===== config.mk =====
export PLATFORM = sky130hd
export DESIGN_NAME = i2s_rx_dsp_channel
export DESIGN_NICKNAME = d
export VERILOG_FILES = /design/src/rtl/i2s_rx_dsp_channel.sv
export SDC_FILE = /design/constraint.sdc
export NUM_CORES = 1
export LEC_CHECK = 0
export CAP_MARGIN = 10
export CELL_PAD_IN_SITES_DETAIL_PLACEMENT = 0
export CELL_PAD_IN_SITES_GLOBAL_PLACEMENT = 1
export CORE_ASPECT_RATIO = 0.9
export CORE_MARGIN = 1.5
export CORE_UTILIZATION = 41
export CTS_CLUSTER_DIAMETER = 100
export DETAILED_ROUTE_END_ITERATION = 7
export PLACE_DENSITY = 0.78
export REMOVE_ABC_BUFFERS = 1
export SYNTH_ARGS = -nofsm -noshare
export SYNTH_HDL_FRONTEND = slang
export SYNTH_SLANG_ARGS = --single-unit

===== constraint.sdc =====
create_clock -name sck_i -period 3.5 [get_ports sck_i]
set_clock_uncertainty 0.05 [all_clocks]
set_input_delay 0.875 -clock sck_i [delete_from_list [all_inputs] [get_ports sck_i]]
set_output_delay 0.875 -clock sck_i [all_outputs]
set_load 0.01 [all_outputs]

===== src/rtl/i2s_rx_dsp_channel.sv =====
// i2s_rx_dsp_channel
// Receive side of the I2S DSP (frame-sync pulse) mode. One or two serial
// lines are deserialised into 32-bit words. Completed words go into a
// 2-entry queue that feeds the RX FIFO through a valid/ready handshake.
module i2s_rx_dsp_channel #(
    parameter int OFFSET_W = 9
) (
    input  logic                sck_i,
    input  logic                rst_i,
    input  logic                i2s_ws_i,
    input  logic                i2s_sd0_i,
    input  logic                i2s_sd1_i,
    output logic [31:0]         fifo_data_o,
    output logic                fifo_data_valid_o,
    input  logic                fifo_data_ready_i,
    output logic                fifo_err_o,
    input  logic                cfg_en_i,
    input  logic                cfg_2ch_i,
    input  logic [4:0]          cfg_num_bits_i,
    input  logic [3:0]          cfg_num_word_i,
    input  logic                cfg_lsb_first_i,
    input  logic [OFFSET_W-1:0] cfg_dsp_offset_i
);

    typedef enum logic [1:0] {
        ST_IDLE,
        ST_WAIT_WS,
        ST_OFFSET,
        ST_RUN
    } state_t;

    state_t              state_reg, state_next;
    logic [OFFSET_W-1:0] offset_cnt_reg;
    logic [OFFSET_W-1:0] offset_cnt_inc;
    logic                offset_done;
    logic [4:0]          bit_cnt_reg;
    logic [4:0]          bit_idx;
    logic [3:0]          word_cnt_reg;
    logic                word_done;
    logic                last_word;
    logic [1:0]          sd_bits;
    logic [31:0]         word_next [2];

    logic [31:0]         q_reg [2];
    logic [1:0]          q_cnt_reg;
    logic [1:0]          cnt_after_pop;
    logic                pop;
    logic                err_reg;

    assign sd_bits = {i2s_sd1_i, i2s_sd0_i};

    // State register
    always_ff @(posedge sck_i) begin
        if (rst_i) begin
            state_reg <= ST_IDLE;
        end else begin
            state_reg <= state_next;
        end
    end

    // Next-state logic; disabling the channel always wins
    always_comb begin
        state_next = state_reg;
        if (!cfg_en_i) begin
            state_next = ST_IDLE;
        end else begin
            case (state_reg)
                ST_IDLE:    state_next = ST_WAIT_WS;
                ST_WAIT_WS: begin
                    if (i2s_ws_i) begin
                        state_next = (cfg_dsp_offset_i == '0) ? ST_RUN : ST_OFFSET;
                    end
                end
                ST_OFFSET:  begin
                    if (offset_done) begin
                        state_next = ST_RUN;
                    end
                end
                ST_RUN:     begin
                    if (word_done && last_word) begin
                        state_next = ST_WAIT_WS;
                    end
                end
                default:    state_next = ST_IDLE;
            endcase
        end
    end

    // FSM-derived strobes: offset expiry, bit placement and word completion
    always_comb begin
        offset_cnt_inc = offset_cnt_reg + OFFSET_W'(1);
        offset_done    = (offset_cnt_inc == cfg_dsp_offset_i);
        bit_idx        = cfg_lsb_first_i ? bit_cnt_reg : (cfg_num_bits_i - bit_cnt_reg);
        word_done      = cfg_en_i && (state_reg == ST_RUN) && (bit_cnt_reg == cfg_num_bits_i);
        last_word      = (word_cnt_reg == cfg_num_word_i);
    end

    // Offset, bit and word counters
    always_ff @(posedge sck_i) begin
        if (rst_i || !cfg_en_i) begin
            offset_cnt_reg <= '0;
            bit_cnt_reg    <= '0;
            word_cnt_reg   <= '0;
        end else begin
            offset_cnt_reg <= (state_reg == ST_OFFSET && !offset_done) ? offset_cnt_inc : '0;
            if (state_reg == ST_RUN) begin
                if (word_done) begin
                    bit_cnt_reg  <= '0;
                    word_cnt_reg <= last_word ? 4'd0 : word_cnt_reg + 4'd1;
                end else begin
                    bit_cnt_reg  <= bit_cnt_reg + 5'd1;
                end
            end else begin
                bit_cnt_reg  <= '0;
                word_cnt_reg <= '0;
            end
        end
    end

    // Per-channel assembly registers; the current bit is merged combinationally
    // so a completed word can be pushed on the same edge as its last bit.
    generate
        for (genvar gi = 0; gi < 2; gi++) begin : g_ch
            logic [31:0] sr_reg;

            assign word_next[gi] = sr_reg | (32'(sd_bits[gi]) << bit_idx);

            // Accumulate bits during RUN, start each word from zero
            always_ff @(posedge sck_i) begin
                if (rst_i || !cfg_en_i || state_reg != ST_RUN || word_done) begin
                    sr_reg <= '0;
                end else begin
                    sr_reg <= word_next[gi];
                end
            end
        end
    endgenerate

    assign pop           = (q_cnt_reg != 2'd0) && fifo_data_ready_i;
    assign cnt_after_pop = q_cnt_reg - {1'b0, pop};

    // Output queue: head feeds the FIFO, a completion is only accepted into
    // an empty queue (after this cycle's pop) so ch0/ch1 stay paired.
    always_ff @(posedge sck_i) begin
        if (rst_i || !cfg_en_i) begin
            q_reg[0]  <= '0;
            q_reg[1]  <= '0;
            q_cnt_reg <= '0;
            err_reg   <= 1'b0;
        end else begin
            err_reg <= 1'b0;
            if (word_done && cnt_after_pop == 2'd0) begin
                q_reg[0]  <= word_next[0];
                q_reg[1]  <= cfg_2ch_i ? word_next[1] : 32'd0;
                q_cnt_reg <= cfg_2ch_i ? 2'd2 : 2'd1;
            end else begin
                if (word_done) begin
                    err_reg <= 1'b1;
                end
                if (pop) begin
                    q_reg[0]  <= q_reg[1];
                    q_reg[1]  <= '0;
                    q_cnt_reg <= cnt_after_pop;
                end
            end
        end
    end

    assign fifo_data_o       = q_reg[0];
    assign fifo_data_valid_o = (q_cnt_reg != 2'd0);
    assign fifo_err_o        = err_reg;

endmodule


# After elaboration in Yosys (flattened, before gate mapping)
# Memories as Yosys holds them, arrays and structs flattened.
# Cells that the tools add are included.
[word_totals] output_inout_bits=34 wordCells=82 register_bits=87 memories=1 mem_bits_rw=64
[op_classes] bitwise=9 addsub=5 reduce_logical=22 eq_ne=10 muxes=25 shifts=2
[memory_table] name="q_reg" words=2 width=32 rd=2 rd_clocked_by_memory_dff=0 write_ports=2 line_no="44" text="logic [31:0] q_reg [2];"
[op_table] operator="2-to-1 mux 32 bit" count=5
[op_table] operator="OR 32 bit" count=2
[op_table] operator="<< shifter 1 x 5 -> 32 bit" count=2
[op_table] operator="2-to-1 mux 2 bit" count=6
[op_table] operator="2-to-1 mux 1 bit" count=11
[op_table] operator="adder 9 x 1 -> 9 bit, second input constant" count=1
[op_table] operator="== test 9 bit" count=1
[op_table] operator="zero test 9 bit" count=1
[op_table] operator="!= test 2 bit, second input constant" count=4
[op_table] operator="case mux 2 bit (4 select lines)" count=1
[op_table] operator="OR reduction 2 bit" count=4
[op_table] operator="logical AND 1 bit" count=6
[op_table] operator="adder 5 x 1 -> 5 bit, second input constant" count=1
[op_table] operator="== test 5 bit" count=1
[op_table] operator="2-to-1 mux 5 bit" count=1
[op_table] operator="subtractor 5 bit" count=1
[op_table] operator="adder 4 x 1 -> 4 bit, second input constant" count=1
[op_table] operator="== test 2 bit, second input constant" count=2
[op_table] operator="== test 4 bit" count=1
[op_table] operator="zero test 2 bit" count=2
[op_table] operator="2-to-1 mux 4 bit" count=1
[op_table] operator="OR 1 bit" count=4
[op_table] operator="nonzero test 2 bit" count=2
[op_table] operator="logical OR 1 bit" count=3
[op_table] operator="other kinds (6)" count=9

# Logic depth before layout (Yosys ltp)
[depth] ltp_word=10 mapped_depth=12 mapped_depth_nobuf=10

# Least setup slack after synthesis
# No wires, ideal clock.
[synth_timing] path_type="input-to-reg" start="in cfg_num_bits_i[3]" end="mem q_reg[0][0] (enable)" arrival_time_ps=3305 required_time_ps=3026 setup_ps=424 path_slack_ps=-279 stages=5 cell_sequence="ha_1 > and4_1 > nand2_2 > nor3_1 > or3_1"
[synth_rtl] element="start, declared" line_no="19" text="input logic [4:0] cfg_num_bits_i,"
[synth_rtl] element="end, declared" line_no="44"

==> summary.md <==
| Metric | Value |
|---|---|
| Reg-to-reg startpoint | bit_cnt_reg[0] |
| Max Slew Vio Count | 0 |
| Peak supply drop | 0.351 mV |
| Placed Cells incl. Taps | 919 |
| Initial antenna violation count | 0 |
| Diodes inserted | 0 |
| Via-per-instance ratio | 5.24 |
| Area contributors post-synth | edfxtp_1, dfxtp_1, a21oi_1 |
| Slew HR | 38.1% |
| RSZ-0062 raised after global routing | false |
| I/O Pins | 61 |
| Worst Setup Start Kind | primary input |
| Critical Path Start | cfg_num_bits_i[0] |
| Power per standard cell area | 475 mW/mm^2 |
| Critical Path Sink | q_reg[0][0] |
| CTS H-tree lvls | 4 |
| Initial DRC count | 406 |
| Clock latency on the worst-skew pair | 420 ps |
| Tcrit/Tclk final | 96.3% |
| Post-CTS setup buffers | 0 |
| Reg2reg end | q_reg[0][0] |
| CTS tree | yes |
| Crit-path max FO | 8 |
| Register bit count reported by yosys | 151 |
| Gpl congestion | 0.825 |
| Non-Filler Instances | 951 |
| First-pass detailed-route iteration total | 7 |
| First-pass GRT wire length | 24500 um |
| Clk sinks | 151 |
| Sw power | 842 uW |
| Critical Path RT | 3580 ps |
| Syn Area/Cell | 9.95 um^2 |
| Fill cells | 1423 |
| Crit Path Category | in2reg |
| Post-synth top flop | dfxtp_1 |
| Initial Util | 41.7% |
| CP max-delay cell | nor2_1 |
| Crit-path most repeated cell | inv_1 |
| Post-CTS Hold Buffers | 0 |
| Final TNS setup | 0 ps |
| Final setup viols | 0 |
| CP cell instances | clkdlybuf4s50_1, inv_1, ha_1, inv_1, fa_1, a21o_1, a21oi_2, buf_4, xnor2_2, a211oi_4, nor2_1, o21ai_0 |
| Post-CTS sizing | 0 |
| CTS Buf Count | 17 |
| CP peak stage delay | 560 ps |
| Worst-path clk slew | 60 ps |
| Die area | 0.0171 mm^2 |
| Worst Hold Class | reg2reg |
| Minimum clock period | 3370 ps |
| Crit-path leading delay family | buffers and inverters |
| Comb pwr share | 6.2% |
| Clock share of power | 45.2% |
| Critical Path End Type | flop |
| Die Wd | 138 um |
| Final Power | 3860 uW |
| Sw Share | 21.8% |
| Seq pwr share | 48.6% |
| Vias in the first global route | 4927 |
| FFs w/ async S/R, synth | 0% |
| Synth area leader | edfxtp_1 |
| Core Area | 0.0160 mm^2 |
| R2R Setup Slk | 560 ps |
| Final WL | 15300 um |
| Final ANT Viol Nets | 0 |
| Number of cells on the critical path | 12 |
| Fmax | 297 MHz |
| Mapped Cells | 671 |
| Final Hold Vio Count | 0 |
| Buf/Inv on CP | 4 |
| Part of the Yosys area used for sequential elements | 54.9% |
| Overflow after GRT | 0 |
| Root buffer cell | clkbuf_16 |
| Die Span Y | 124 um |
| Final Net Count | 770 |
| Deepest clock path buffer count | 2 |
| GRT Overall Usage | 19.2% |
| Vias | 4979 |
| Post-detail-place hpwl | 10400 um |
| Max_cap viols | 0 |
| P&R area growth vs syn | 21.6% |
| DRC violations left | 0 |
| Status | finished clean |
| WL/cell | 16.1 um |
| Post-synth top area share | 28.8% |
| Leak | 0.00273 uW |
| FF-to-FF path depth | 10 |
| Pint | 3020 uW |
| Tightest Pin Transition | 924 ps |
| Post-Syn Area | 0.00668 mm^2 |
| Critical Path AT | 3460 ps |
| Yosys warnings | 0 |
| Synth unique cells | 60 |
| Largest net degree at the start of global routing | 70 |
| Port bufs | 60 |
| Share of layout cells above drive strength 1 | 11.6% |
| Site row count | 44 |
| Number of synthesized flops with an enable pin | 64 |
cell usage in the layout (no fill, tap or decap), types with 4 or more instances in the layout:
master           count
clkbuf_16           17
buf_4               35
a21oi_1             84
or3_1                4
nand2b_1             5
o21ai_0             59
dfxtp_1             87
edfxtp_1            64
nand3_1              9
nor2_1              77
clkdlybuf4s50_1     60
a22oi_1             16
xnor2_1             17
inv_1               43
clkinv_2             4
buf_12               6
ha_1                11
nand2_1             42
o21ai_1             10
nor3_1              12
xor2_1               9
and4_1               4
nor2b_1              5
logic make-up after synthesis:
group,after synthesis,synth area share (%)
xor gates and xnor gates,30,4.74
and+or+nand+nor,180,12.7
DFF,151,54.9
buffers and inverters,103,7.95
muxes,1,0.150
adders and majority gates,12,2.36
AOI/OAI and AO/OA,194,17.2
how the worst min path moves through the flow:
stage	from	endpoint	slack, ps	cells past startpoint
floorplan	g_ch[1].sr_reg[24]	g_ch[1].sr_reg[24]	370	2
global placement	g_ch[1].sr_reg[24]	g_ch[1].sr_reg[24]	380	2
detailed placement	g_ch[0].sr_reg[0]	g_ch[0].sr_reg[0]	390	2
CTS	g_ch[0].sr_reg[0]	g_ch[0].sr_reg[0]	390	2
global route	g_ch[0].sr_reg[19]	g_ch[0].sr_reg[19]	410	2
finish	g_ch[0].sr_reg[0]	g_ch[0].sr_reg[0]	390	2
layer usage:
metal | track usage (%) | routed length, um
met1 | 24.0 | 7080
met3 | 4.84 | 636
met2 | 32.4 | 7400
met5 | 0 | 0
met4 | 6.05 | 194
cell usage after synthesis, types with 3 or more instances:
cell type / instances
ha_1: 11
nand2_1: 42
inv_1: 43
and3_1: 3
or3_1: 5
a22oi_1: 16
buf_2: 7
xnor2_1: 17
nand3_1: 10
nor3b_1: 3
nand2b_1: 5
o21ai_1: 10
edfxtp_1: 64
a31oi_1: 3
and4_1: 4
xor2_1: 9
nor3_1: 12
o21ai_0: 59
clkbuf_1: 17
buf_4: 34
nor2b_1: 5
nor2_1: 77
dfxtp_1: 87
a21oi_1: 84
layout make-up:
cell class / count / area [um^2] / share of cell area, %
flip-flops and latches: 151 / 3660 / 45.1
multi-input cells: 417 / 2490 / 30.6
repair buffers: 101 / 983 / 12.1
clock buffers: 19 / 433 / 5.33
well taps: 207 / 259 / 3.19
inverters: 43 / 161 / 1.99
clock inverters: 13 / 133 / 1.63
metrics by stage:
stage | setup WS (ps) | utilization (%) | area [um^2] | hold WS (ps)
after floorplan | -279 | - | 6310 | 374
after global placement | -165 | 47.2 | 7560 | 382
after detailed placement | -252 | 47.2 | 7560 | 388
after CTS | 158 | 50.7 | 8120 | 395
after global routing | 39.1 | 50.7 | 8120 | 413
final | 128 | 50.7 | 8120 | 393
worst min-delay path, delay by kind of cell (launching register included):
kind / cells / cell delay, ps
AOI/OAI and AO/OA: 1 / 50
DFF: 1 / 310
buffers and inverters: 1 / 40
power groups by stage:
stage	Combinational (uW)	Sequential [uW]	Clock, uW
floorplan	93.6	1920	0
global placement	234	1910	0
detailed placement	238	1910	0
CTS	239	1870	1770
global route	257	1880	1850
finish	239	1870	1750
Power figures use the tool's default switching activity.
